**src/rtl/monitor_pkg.sv**
```systemverilog
// ---------------------------------------------------------------------------
// monitor_pkg
// Shared types and constants for the store run monitor.
//   state_e        : run-monitor state (RUN / HALTED / TIMEOUT)
//   trace_entry_t  : one captured store {addr, data}
//   DEFAULT_*      : default halt address and cycle budget
//   sat_inc()      : 32-bit increment that sticks at all-ones
// ---------------------------------------------------------------------------
package monitor_pkg;

    typedef enum logic [1:0] {
        ST_RUN     = 2'd0,
        ST_HALTED  = 2'd1,
        ST_TIMEOUT = 2'd2
    } state_e;

    localparam logic [31:0] DEFAULT_HALT_ADDR  = 32'h0000_0064;
    localparam int          DEFAULT_MAX_CYCLES = 500;
    localparam logic [31:0] COUNT_MAX          = 32'hFFFF_FFFF;

    typedef struct packed {
        logic [31:0] addr;
        logic [31:0] data;
    } trace_entry_t;

    // Counters saturate rather than wrap so a long run can never look short.
    function automatic logic [31:0] sat_inc(input logic [31:0] value);
        return (value == COUNT_MAX) ? value : value + 32'd1;
    endfunction

endpackage

```
**src/rtl/trace_fifo.sv**
```systemverilog
// ---------------------------------------------------------------------------
// trace_fifo
// Generic synchronous show-ahead FIFO. The head entry is presented
// combinationally while the FIFO is non-empty, and reads as zero when empty.
// Ports:
//   clk, reset        : clock, synchronous active-high reset
//   push_i/push_data_i: write request and data
//   pop_i             : read request (ignored while empty)
//   head_o            : head entry (zero when empty)
//   full_o, empty_o   : occupancy flags
// A push while full only lands when a pop happens in the same cycle.
// ---------------------------------------------------------------------------
module trace_fifo #(
    parameter int WIDTH = 64,
    parameter int DEPTH = 8
) (
    input  logic             clk,
    input  logic             reset,
    input  logic             push_i,
    input  logic [WIDTH-1:0] push_data_i,
    input  logic             pop_i,
    output logic [WIDTH-1:0] head_o,
    output logic             full_o,
    output logic             empty_o
);

    localparam int          AW      = $clog2(DEPTH);
    localparam logic [AW:0] PTR_ONE = {{AW{1'b0}}, 1'b1};

    // Pointers carry one extra wrap bit: equal pointers mean empty, equal
    // index with differing wrap bits means full.
    logic [AW:0]      wr_q, wr_d;
    logic [AW:0]      rd_q, rd_d;
    logic [WIDTH-1:0] mem_q [DEPTH];
    logic             do_push;
    logic             do_pop;

    assign empty_o = (wr_q == rd_q);
    assign full_o  = (wr_q[AW] != rd_q[AW]) && (wr_q[AW-1:0] == rd_q[AW-1:0]);

    assign do_pop  = pop_i && !empty_o;
    assign do_push = push_i && (!full_o || do_pop);

    assign wr_d = do_push ? wr_q + PTR_ONE : wr_q;
    assign rd_d = do_pop  ? rd_q + PTR_ONE : rd_q;

    assign head_o = empty_o ? '0 : mem_q[rd_q[AW-1:0]];

    // NOTE: sequential state uses non-blocking assignments so every register
    // samples pre-edge values regardless of statement order.
    always_ff @(posedge clk) begin
        if (reset) begin
            wr_q <= '0;
            rd_q <= '0;
        end else begin
            wr_q <= wr_d;
            rd_q <= rd_d;
        end
    end

    // NOTE: storage is deliberately not reset; the pointers define which
    // entries are meaningful and an empty FIFO masks the head to zero.
    always_ff @(posedge clk) begin
        if (do_push) begin
            mem_q[wr_q[AW-1:0]] <= push_data_i;
        end
    end

endmodule

```
**src/rtl/store_monitor.sv**
```systemverilog
// ---------------------------------------------------------------------------
// store_monitor
// Watches the data-memory port of the pipeline, records every store into a
// show-ahead trace FIFO, counts run cycles and stores, and ends the run on a
// store to HALT_ADDR (done) or when the cycle budget is used up (timeout).
// Ports:
//   clk, reset                   : clock, synchronous active-high reset
//   MemWrite, DataAdr, WriteData : store strobe / address / data from top
//   rd_en                        : pop request for the trace FIFO
//   rd_valid, rd_addr, rd_data   : head entry of the trace FIFO
//   cycle_count, store_count     : saturating run counters
//   done, timeout, overflow      : sticky status flags
// ---------------------------------------------------------------------------
module store_monitor
    import monitor_pkg::*;
#(
    parameter int          DEPTH      = 8,
    parameter logic [31:0] HALT_ADDR  = DEFAULT_HALT_ADDR,
    parameter int          MAX_CYCLES = DEFAULT_MAX_CYCLES
) (
    input  logic        clk,
    input  logic        reset,
    input  logic        MemWrite,
    input  logic [31:0] DataAdr,
    input  logic [31:0] WriteData,
    input  logic        rd_en,
    output logic        rd_valid,
    output logic [31:0] rd_addr,
    output logic [31:0] rd_data,
    output logic [31:0] cycle_count,
    output logic [31:0] store_count,
    output logic        done,
    output logic        timeout,
    output logic        overflow
);

    localparam logic [31:0] MAX_CYCLES_W = 32'(MAX_CYCLES);

    state_e       state_q, state_d;
    logic [31:0]  cycle_q, cycle_d;
    logic [31:0]  store_q, store_d;
    logic         done_q, done_d;
    logic         timeout_q, timeout_d;
    logic         overflow_q, overflow_d;

    logic         push;
    logic         fifo_full;
    logic         fifo_empty;
    trace_entry_t push_entry;
    trace_entry_t head_entry;

    // Stores are only captured while the run is live; terminal states ignore
    // the bus but still let the FIFO drain.
    assign push       = (state_q == ST_RUN) && MemWrite;
    assign push_entry = '{addr: DataAdr, data: WriteData};

    trace_fifo #(
        .WIDTH ($bits(trace_entry_t)),
        .DEPTH (DEPTH)
    ) u_trace_fifo (
        .clk         (clk),
        .reset       (reset),
        .push_i      (push),
        .push_data_i (push_entry),
        .pop_i       (rd_en),
        .head_o      (head_entry),
        .full_o      (fifo_full),
        .empty_o     (fifo_empty)
    );

    // NOTE: every next-state signal gets its default first so no path through
    // the block leaves a variable unassigned (which would infer a latch).
    always_comb begin
        state_d    = state_q;
        cycle_d    = cycle_q;
        store_d    = store_q;
        done_d     = done_q;
        timeout_d  = timeout_q;
        overflow_d = overflow_q;

        if (state_q == ST_RUN) begin
            cycle_d = sat_inc(cycle_q);

            if (MemWrite) begin
                store_d = sat_inc(store_q);
                // Full implies non-empty, so any rd_en frees a slot this edge.
                if (fifo_full && !rd_en) begin
                    overflow_d = 1'b1;
                end
            end

            // Halt takes priority over the budget expiring on the same edge.
            if (MemWrite && (DataAdr == HALT_ADDR)) begin
                state_d = ST_HALTED;
                done_d  = 1'b1;
            end else if (cycle_d == MAX_CYCLES_W) begin
                state_d   = ST_TIMEOUT;
                timeout_d = 1'b1;
            end
        end
    end

    always_ff @(posedge clk) begin
        if (reset) begin
            state_q    <= ST_RUN;
            cycle_q    <= '0;
            store_q    <= '0;
            done_q     <= 1'b0;
            timeout_q  <= 1'b0;
            overflow_q <= 1'b0;
        end else begin
            state_q    <= state_d;
            cycle_q    <= cycle_d;
            store_q    <= store_d;
            done_q     <= done_d;
            timeout_q  <= timeout_d;
            overflow_q <= overflow_d;
        end
    end

    assign rd_valid    = !fifo_empty;
    assign rd_addr     = head_entry.addr;
    assign rd_data     = head_entry.data;
    assign cycle_count = cycle_q;
    assign store_count = store_q;
    assign done        = done_q;
    assign timeout     = timeout_q;
    assign overflow    = overflow_q;

endmodule

```
**config.mk**
```make
export PLATFORM = sky130hd
export DESIGN_NAME = store_monitor
export DESIGN_NICKNAME = d
export VERILOG_FILES = /design/src/rtl/monitor_pkg.sv /design/src/rtl/trace_fifo.sv /design/src/rtl/store_monitor.sv
export SDC_FILE = /design/constraint.sdc
export NUM_CORES = 1
export LEC_CHECK = 0
export ABC_AREA = 1
export CAP_MARGIN = 10
export CORE_MARGIN = 2
export CORE_UTILIZATION = 50
export CTS_CLUSTER_SIZE = 24
export DETAILED_ROUTE_END_ITERATION = 16
export PLACE_DENSITY_LB_ADDON = 0.12
export REMOVE_ABC_BUFFERS = 1
export SETUP_SLACK_MARGIN = 0.1
export SYNTH_ARGS = -nofsm -noshare
export SYNTH_HDL_FRONTEND = slang
export SYNTH_SLANG_ARGS = --single-unit
```
**constraint.sdc**
```tcl
create_clock -name clk -period 10 [get_ports clk]
set_clock_uncertainty 0.05 [all_clocks]
set_input_delay 1 -clock clk [delete_from_list [all_inputs] [get_ports clk]]
set_output_delay 1 -clock clk [all_outputs]
set_load 0.01 [all_outputs]
```
==> out/qor.csv <==
metric,value,unit
DP Wirelength,31500,um
simple-gate portion of the synthesized area,13.8,%
layout cells sized above 1,5.28,%
Main synth FF type,edfxtp_1,
Chip Width,225,um
clk_lat worst skew,610,ps
Crit path max-delay family,buffers and inverters,
Worst EP required,8950,ps
Met3 Wirelength,3710,um
die area,50600,um^2
"setup slack, reg-to-reg",6650,ps
Reg-to-Reg Start,u_trace_fifo.wr_q[1],
DR vias/cell,5.62,
IO buf count,199,
Residual DRC,0,
Seq cells post-synth,592,
largest net degree at the start of global routing,191,
CTS max path bufs,3,
routed wl met2,28300,um
Syn. warnings,0,
Layout area overhead,18.5,%
clock root buffer,clkbuf_16,
GP Congestion,0.876,
Max-Cap Viols,0,
post-synth cell types,38,
DRT Pass-1 Iters,5,
most frequent cells in the layout,"nor2_1, edfxtp_1, o21ai_0, clkdlybuf4s50_1, nand2_1",
vias in the first global route,16400,
fraction of registers with async set/reset,0,%
pwr dens,204,nW/um^2
WL final,59400,um
Initial Util,50.9,%
post-CTS setup buffers,0,
Pins Over Slew Limit,0,
CP Capture Type,output pin,
Top Layer Used,met5,
WP depth,7,
highest-delay cell along the critical path,buf_4,
worst slew pin tran,1130,ps
Tmin final,5470,ps
Post-Syn Area,24400,um^2
outcome,finished clean,
worst path arrival time,4420,ps
main combinational cell family by area after synthesis,simple AND/OR/NAND/NOR gates,
post-synthesis mux area share,0,%
num rows,80,
Die Y,225,um
hold_sp,u_trace_fifo.wr_q[3],
XOR/XNOR Fraction of Synth Area,0.323,%
wire length per cell,19.4,um
unrepaired setup endpoints after global routing,false,
Hold WS,418,ps
Mapped Cells,2243,
syn_area_per_cell,10.9,um^2
Sink Count,592,
crit-path max FO,136,
r2r worst-path depth,9,
critical path type,reg2out,
CP bufs+invs,3,
endpoints failing setup,0,
Post-synth EDFFs,512,
"CTS clk-pin slew, worst paths",60,ps
initial antenna violation count,1,
complex-gate fraction of the synthesized area,12.4,%
# H-tree levels,2,
final-report hold violation count,0,
gr usage total,23.2,%
Filler cells,3925,
max_slew headroom,24.7,%
Setup WS post-layout,4530,ps
hold depth,1,
adder-cell share of the synthesized area,0.205,%
post-route ant nets,0,
cts repair resizes,0,
Startpoint Class,register,
M1 WL,26000,um
vias,17200,
"Seq/Total Area, Yosys",69.5,%
P_leak,9.81,nW
IO Pins,200,
peak supply drop,0.000144,V
core footprint,47900,um^2
FMAX,183,MHz
CTS Buf Count,60,
crit path cell chain,inv_6 > buf_4 > o21ai_0 > o22ai_1 > o21ai_0 > a31oi_1 > clkdlybuf4s50_1,
final net count,2468,
Final Cycle Share,54.7,%
global-route wire length before repair,91000,um
total congestion overflow,0,
"most used cell, CP",o21ai_0,
HP Class,reg2reg,
hold buffer count at cts,0,
reg2reg end,u_trace_fifo.mem_q[4][6],
crit-path max cell delay,990,ps
pre-CTS setup slack,5160,ps
Hold Path Sink,u_trace_fifo.wr_q[3],
"commonest non-fill, non-tap cell in the layout",nor2_1,
Iter 0 DRT Violations,1355,
CTS tree,yes,
[power by group]
part	total, mW	leakage, nW	switching (mW)	internal [mW]
combinational	0.850	3.53	0.518	0.332
clock	2.28	0.984	0.917	1.36
sequential	2.78	5.30	0.0432	2.74
[registers in the layout (all words and copies together), names as in the netlist, named ones only]
register and count:
done 1, u_trace_fifo.wr_q 4, overflow 1, u_trace_fifo.mem_q 512
cycle_count 32, u_trace_fifo.rd_q 4, store_count 32, state_q 2
timeout 1
[layer usage]
| layer | vias to the layer above | GRT usage, % |
|---|---|---|
| met5 | - | 0 |
| met4 | 2 | 6.56 |
| met3 | 88 | 4.42 |
| met2 | 501 | 38.3 |
| met1 | 8347 | 31.7 |
| li1 | 8260 | - |
[synth_stat cells, drive strengths merged, types with 2 or more instances]
master  instances  share of area [%]
and2            2              0.051
xor2            7               0.25
buf            15               0.31
nand3b          5               0.15
nand3          59                1.2
o211ai          5               0.15
clkbuf        111                1.7
nand2         184                2.9
o21a            6               0.18
nor3           24               0.51
a21oi          45               0.92
o22ai          64                1.6
inv           113                1.7
nor2          547                8.5
a211oi         11               0.34
nor3b           4               0.12
nand4           9               0.23
ha              4               0.20
xnor2           2              0.072
a31oi          65                1.7
o21ai         365                7.5
dfxtp          80                6.6
edfxtp        512                 63
[how the worst max path moves through the flow]
stage / to
6_report: rd_addr[16]
2_1_floorplan: rd_addr[0]
3_3_place_gp: rd_addr[16]
5_1_grt: rd_addr[5]
3_5_place_dp: rd_addr[16]
4_1_cts: rd_addr[16]
[through the flow]
| step | instances | util (%) | TNS (ps) | power [mW] | cell area, um^2 |
|---|---|---|---|---|---|
| floorplan | 2117 | - | -75640 | 3.28 | 23900 |
| global placement | 2949 | 56.1 | 0 | 3.67 | 26900 |
| detailed placement | 2949 | 56.1 | 0 | 3.69 | 26900 |
| CTS | 3060 | 60.3 | 0 | 5.96 | 28900 |
| global route | 3060 | 60.3 | 0 | 6.14 | 28900 |
| finish | 3062 | 60.4 | 0 | 5.91 | 28900 |
[worst reg2reg max path, stage by stage (launching register included)]
cell and delay [ps]:
dfxtp_1 400, inv_1 110, nand2_1 70, a21oi_1 80, nand3_1 110, nand2_1 130, inv_1 120, nand2_1 260
nor2_4 910, buf_4 710
[cell type report]
type | instances | area (um^2) | share of cell area [%]
Tap cell | 615 | 769 | 2.66
Timing Repair Buffer | 217 | 2130 | 7.38
Sequential cell | 592 | 17000 | 58.7
Clock buffer | 77 | 1610 | 5.55
Inverter | 113 | 437 | 1.51
Antenna cell | 2 | 5.00 | 0.0173
Multi-Input combinational cell | 1412 | 6590 | 22.8
Clock inverter | 34 | 408 | 1.41
[cells by family after synthesis]
group	Yosys count
buffers and inverters	239
xor gates and xnor gates	9
adders and majority gates	4
and+or+nand+nor	836
AOI/OAI and AO/OA	563
DFF	592
Power figures use the tool's default switching activity.
